===== src/rtl/mem_wb_writeback_if.sv =====
`default_nettype none
// ============================================================================
// Module      : mem_wb_writeback_if
// Description : Bundle of MEM/WB latch outputs, ID-stage read ports and
//               write-back results seen by the write-back / register file.
//   mem_control_wb [1:0] : bit 1 RegWrite, bit 0 MemtoReg
//   Read_data      [31:0]: latched data-memory read value
//   mem_ALU_result [31:0]: latched ALU result
//   mem_Write_reg  [4:0] : latched destination register
//   rs_addr/rt_addr[4:0] : ID-stage read addresses
//   rs_data/rt_data[31:0]: combinational read data
//   wb_data        [31:0]: selected write-back value
//   wb_reg_write         : effective write enable
//   wb_write_reg   [4:0] : echo of mem_Write_reg
//   retire_count   [31:0]: retired register-write count
//   slave  : register file side
//   master : pipeline / test driver side
// Revision    : 1.0 - initial release
// ============================================================================
interface mem_wb_writeback_if;
  logic [1:0]  mem_control_wb;
  logic [31:0] Read_data;
  logic [31:0] mem_ALU_result;
  logic [4:0]  mem_Write_reg;
  logic [4:0]  rs_addr;
  logic [4:0]  rt_addr;
  logic [31:0] rs_data;
  logic [31:0] rt_data;
  logic [31:0] wb_data;
  logic        wb_reg_write;
  logic [4:0]  wb_write_reg;
  logic [31:0] retire_count;

  modport slave (
    input  mem_control_wb, Read_data, mem_ALU_result, mem_Write_reg,
    input  rs_addr, rt_addr,
    output rs_data, rt_data, wb_data, wb_reg_write, wb_write_reg, retire_count
  );

  modport master (
    output mem_control_wb, Read_data, mem_ALU_result, mem_Write_reg,
    output rs_addr, rt_addr,
    input  rs_data, rt_data, wb_data, wb_reg_write, wb_write_reg, retire_count
  );
endinterface
`default_nettype wire


===== src/rtl/mem_wb_writeback.sv =====
`default_nettype none
// ============================================================================
// Module      : mem_wb_writeback
// Description : MIPS write-back stage plus 32x32 register file. Selects the
//               write-back value, commits it on the rising clock edge and
//               serves two asynchronous read ports. Counts cycles that retire
//               a register write (including writes aimed at $0).
// Ports       :
//   clk   : rising-edge clock
//   rst_n : synchronous active-low reset (clears registers and counter)
//   bus   : mem_wb_writeback_if.slave (see interface header)
// Build option: define WB_BYPASS_EN to forward wb_data onto a read port
//               that addresses the register being written in the same cycle.
// Revision    : 1.0 - initial release
// ============================================================================
module mem_wb_writeback (
  input wire clk,
  input wire rst_n,
  mem_wb_writeback_if.slave bus
);

  logic [31:0] r_regs [32];
  logic [31:0] r_retire_count;

  logic        w_reg_write_req;
  logic        w_mem_to_reg;
  logic        w_wb_we;
  logic [31:0] w_wb_data;
  logic [31:0] w_rs_data;
  logic [31:0] w_rt_data;

  assign w_reg_write_req = bus.mem_control_wb[1];
  assign w_mem_to_reg    = bus.mem_control_wb[0];
  assign w_wb_data       = w_mem_to_reg ? bus.Read_data : bus.mem_ALU_result;
  // rst_n gates the enable so an X control during reset still yields 0.
  assign w_wb_we         = rst_n & w_reg_write_req & (bus.mem_Write_reg != 5'd0);

  always_ff @(posedge clk) begin
    if (!rst_n) begin
      for (int i = 0; i < 32; i++) begin
        r_regs[i] <= 32'h0;
      end
      r_retire_count <= 32'h0;
    end else begin
      if (w_wb_we) begin
        r_regs[bus.mem_Write_reg] <= w_wb_data;
      end
      // Counts retired write instructions, so $0 targets still count.
      if (w_reg_write_req) begin
        r_retire_count <= r_retire_count + 32'd1;
      end
    end
  end

  always_comb begin
    w_rs_data = r_regs[bus.rs_addr];
    w_rt_data = r_regs[bus.rt_addr];
`ifdef WB_BYPASS_EN
    if (w_wb_we && (bus.rs_addr == bus.mem_Write_reg)) begin
      w_rs_data = w_wb_data;
    end
    if (w_wb_we && (bus.rt_addr == bus.mem_Write_reg)) begin
      w_rt_data = w_wb_data;
    end
`endif
    // $0 reads zero even before the first reset edge has cleared the array.
    if (bus.rs_addr == 5'd0) begin
      w_rs_data = 32'h0;
    end
    if (bus.rt_addr == 5'd0) begin
      w_rt_data = 32'h0;
    end
  end

  assign bus.rs_data      = w_rs_data;
  assign bus.rt_data      = w_rt_data;
  assign bus.wb_data      = w_wb_data;
  assign bus.wb_reg_write = w_wb_we;
  assign bus.wb_write_reg = bus.mem_Write_reg;
  assign bus.retire_count = r_retire_count;

endmodule
`default_nettype wire


===== src/flat_wrapper.sv =====
// flat-port wrapper written by rule: the top's interface ports become plain ports
module mem_wb_writeback_flat 
  (clk, rst_n, bus_mem_control_wb, bus_Read_data, bus_mem_ALU_result, bus_mem_Write_reg, bus_rs_addr, bus_rt_addr, bus_rs_data, bus_rt_data, bus_wb_data, bus_wb_reg_write, bus_wb_write_reg, bus_retire_count);
  mem_wb_writeback_if bus_i ();
  input wire clk;
  input wire rst_n;
  input wire logic [$bits(bus_i.mem_control_wb)-1:0] bus_mem_control_wb;
  input wire logic [$bits(bus_i.Read_data)-1:0] bus_Read_data;
  input wire logic [$bits(bus_i.mem_ALU_result)-1:0] bus_mem_ALU_result;
  input wire logic [$bits(bus_i.mem_Write_reg)-1:0] bus_mem_Write_reg;
  input wire logic [$bits(bus_i.rs_addr)-1:0] bus_rs_addr;
  input wire logic [$bits(bus_i.rt_addr)-1:0] bus_rt_addr;
  output wire logic [$bits(bus_i.rs_data)-1:0] bus_rs_data;
  output wire logic [$bits(bus_i.rt_data)-1:0] bus_rt_data;
  output wire logic [$bits(bus_i.wb_data)-1:0] bus_wb_data;
  output wire logic [$bits(bus_i.wb_reg_write)-1:0] bus_wb_reg_write;
  output wire logic [$bits(bus_i.wb_write_reg)-1:0] bus_wb_write_reg;
  output wire logic [$bits(bus_i.retire_count)-1:0] bus_retire_count;
  assign bus_i.mem_control_wb = bus_mem_control_wb;
  assign bus_i.Read_data = bus_Read_data;
  assign bus_i.mem_ALU_result = bus_mem_ALU_result;
  assign bus_i.mem_Write_reg = bus_mem_Write_reg;
  assign bus_i.rs_addr = bus_rs_addr;
  assign bus_i.rt_addr = bus_rt_addr;
  assign bus_rs_data = bus_i.rs_data;
  assign bus_rt_data = bus_i.rt_data;
  assign bus_wb_data = bus_i.wb_data;
  assign bus_wb_reg_write = bus_i.wb_reg_write;
  assign bus_wb_write_reg = bus_i.wb_write_reg;
  assign bus_retire_count = bus_i.retire_count;
  mem_wb_writeback u_core (.clk(clk), .rst_n(rst_n), .bus(bus_i));
endmodule

===== config.mk =====
export PLATFORM = sky130hd
export DESIGN_NAME = mem_wb_writeback_flat
export DESIGN_NICKNAME = d
export VERILOG_FILES = /design/src/rtl/mem_wb_writeback_if.sv /design/src/rtl/mem_wb_writeback.sv /design/src/flat_wrapper.sv
export SDC_FILE = /design/constraint.sdc
export NUM_CORES = 2
export LEC_CHECK = 0
export BUFFER_PORTS_ARGS = -buffer_cell sky130_fd_sc_hd__buf_2
export CAP_MARGIN = 0
export CORE_ASPECT_RATIO = 0.7
export CORE_UTILIZATION = 35
export CTS_CLUSTER_SIZE = 25
export DETAILED_ROUTE_END_ITERATION = 16
export HOLD_SLACK_MARGIN = 0.03
export PLACE_DENSITY_LB_ADDON = 0.2
export SYNTH_ARGS = -nofsm -noshare
export SYNTH_HDL_FRONTEND = slang
export SYNTH_SLANG_ARGS = --single-unit
export TNS_END_PERCENT = 100

===== constraint.sdc =====
create_clock -name clk -period 4.8 [get_ports clk]
set_input_delay 0.48 -clock clk [delete_from_list [all_inputs] [get_ports clk]]
set_output_delay 0.48 -clock clk [all_outputs]
set_load 0.02 [all_outputs]

==> out/qor.yml <==
outcome:
  status: "finished, violations left"
  violations: "capacitance limit"
cts:
  cts_setup_buffers: 0
  htree_levels: 3
  cts_resized: 0
  cts_tree: "yes"
  cts_hold_buf: 0
  cts-root-buf: "clkbuf_16"
  clock_sinks: 1056
  cts_buffers: 113
  insertion_delay_ns: 0.72
  cts.clk_slew.worst_paths_ns: 0.06
  cts_buffer_depth: 3
final_layout:
  final_area_um2: 61800
  instances_no_fill: 6021
  final_nets: 3999
  drive_gt1_share_pct: 32.3
  n_fill_cell: 14044
  areaGrowthSynthToFinish_pct: 14.2
timing:
  finalCritPeriodShare_pct: 89.6
  setup_violations: 0
  clock.fmax_ghz: 0.233
  slew-limit-headroom_pct: 1.08
  finalClockSkew_ns: 0.0119
  fin_crit_ns: 4.30
  whs_ns: 0.139
  hold_violations: 0
  rsz0062_at_grt: "no"
  tightest_slew_ns: 1.47
  slew_violations: 0
  fin_tns_setup_ns: 0
floorplan:
  core_um2: 153000
  die_w_um: 472
  ios: 217
  row_count: 120
  start_util_pct: 35.3
  dieHeight_um: 331
  dieArea_um2: 156000
logic_synthesis:
  syn_inst: 3758
  synth_area_per_cell_um2: 14.4
  ys_top_cells_by_count: "nor2_1, edfxtp_1, mux4_2"
  synth_area_leaders: "edfxtp_1, mux4_2, nor2_1"
  ys_warn_count: 0
  ys_seq_elements: 1056
  synth_top_area_cell: "edfxtp_1"
  synth.distinct_cells: 44
  synth_edf_count: 1024
  synth_most_common_cell: "nor2_1"
  syn_area_um2: 54100
  synthArstFlopShare_pct: 0
  synthFlopType: "edfxtp_1"
  synth.top_cell.area_share_pct: 56.8
  seq_area_frac_synth_pct: 58.0
pwr:
  swShare_pct: 26.5
  p_clk_share_pct: 38.5
  worst_ir_drop_vdd_mv: 0.282
  internal-power_mw: 16.8
  power_mw: 22.8
  comb_power_share_pct: 13.9
  p_leak_nw: 21.5
  p_sw_mw: 6.04
  power_density_nw_per_um2: 370
  power_frac_seq_pct: 47.5
placement:
  io_buffers: 216
  dpl.cell_count: 5813
  placed_area_um2: 58200
  dp_hpwl_um: 120000
  place.gp.congestion: 0.856
setup_path:
  cp_top_family: "simple AND/OR/NAND/NOR gates"
  worstSetupPathType: "primary input to output port"
  crit_slowest_cell: "nor4_4"
  critPathArrivalTime_ns: 3.82
  path_cells: "buf_2 > or2_2 > nor4_4 > buf_4 > a21oi_1 > o21ai_1 > a21oi_1 > buf_2"
  endpoint_kind: "output port"
  critical_path_peak_fanout: 20
  slowest_delay_ns: 0.94
  critPathBufInv: 3
  cp-start-kind: "primary input"
  crit_required_ns: 4.32
global_routing:
  antenna_found_initial: 3
  grt_pass1_wl_um: 269000
  grt_pass1_vias: 34061
  overflow: 0
  grt_max_degree: 71
  track_usage_pct: 24.6
run:
  drv_cap: 1
detailed_routing:
  routed_via_density: 5.93
  drc: 0
  drt_iter0_markers: 4862
  vias: 35680
  wl_um: 194000
  drt_pass1_iterations: 5
  ant_nets: 0
  wl_per_cell_um: 32.2
min_path:
  hp-class: "primary input to register"
[logic make-up after synthesis]
| group | synth area share, % |
|---|---|
| DFF | 58.0 |
| buffers and inverters | 3.88 |
| muxes | 25.7 |
| xor gates and xnor gates | 0.388 |
| AOI/OAI and AO/OA | 2.93 |
| adders and majority gates | 0.0231 |
| and+or+nand+nor | 9.04 |
| other | 0.00693 |
[area by class of cell]
class                           instances  area (um^2)  share of cell area [%]
Antenna cell                            3         7.51                  0.0121
Clock buffer                          139         2990                    4.84
Clock inverter                         66          594                   0.962
Inverter                               41          154                   0.249
Multi-Input combinational cell       2298        21300                    34.5
Sequential cell                      1056        31400                    50.8
Tap cell                             2013         2520                    4.08
Timing Repair Buffer                  405         2810                    4.55
[power groups by stage]
stage	registers, mW	clock network, mW	logic (mW)
global route	10.9	9.22	3.32
floorplan	10.9	0	1.91
finish	10.9	8.81	3.19
detailed placement	11.0	0	3.17
global placement	11.0	0	3.16
CTS	10.8	8.89	3.18
[stage by stage]
step / util [%] / setup WS [ns]
2_1_floorplan: - / 2.11
3_3_place_gp: 38.0 / 0.491
3_5_place_dp: 38.0 / 0.579
4_1_cts: 40.4 / 0.573
5_1_grt: 40.4 / 0.373
6_report: 40.4 / 0.499
[worst reg2reg max path, stage by stage, from the launching register on]
cell	delay, ns
dfxtp_1	0.41
ha_1	0.20
and4_1	0.30
nand4_1	0.52
nor4_2	0.47
xnor2_1	0.16
nor2_1	0.05
[state kept, by name, indices dropped and copies added, names as in the netlist]
| name | cells |
|---|---|
| u_core.bus.retire_count | 32 |
| u_core.r_regs | 1024 |
[path summary, 6_finish.rpt]
path                                 endpoint                   startpoint  cells past startpoint  slack [ns]
setup / recovery              bus_rt_data[20]               bus_rt_addr[3]                      8        0.50
hold / removal     u_core.bus.retire_count[0]        bus_mem_control_wb[1]                      3        0.14
setup reg to reg  u_core.bus.retire_count[30]   u_core.bus.retire_count[0]                      6        2.55
hold reg to reg   u_core.bus.retire_count[31]  u_core.bus.retire_count[31]                      2        0.50
[per-layer routing]
layer	track usage (%)	part of all wire, %
met5	0	0
met4	6.02	2.4
met3	6.50	11
met2	36.0	44
met1	36.1	43
[layout by cell type, fill, tap and decap left out, types with 40 or more instances in the layout]
cell / instances
nand2_2: 62
o21ai_0: 53
mux4_2: 512
nor2_1: 1042
edfxtp_1: 1024
clkbuf_16: 116
buf_4: 170
mux2i_1: 84
a21oi_1: 89
a31oi_1: 46
a22oi_1: 46
buf_2: 209
nand2_1: 61
mux2_2: 110
inv_1: 40
Note: power is estimated with default switching activity, not from simulation.
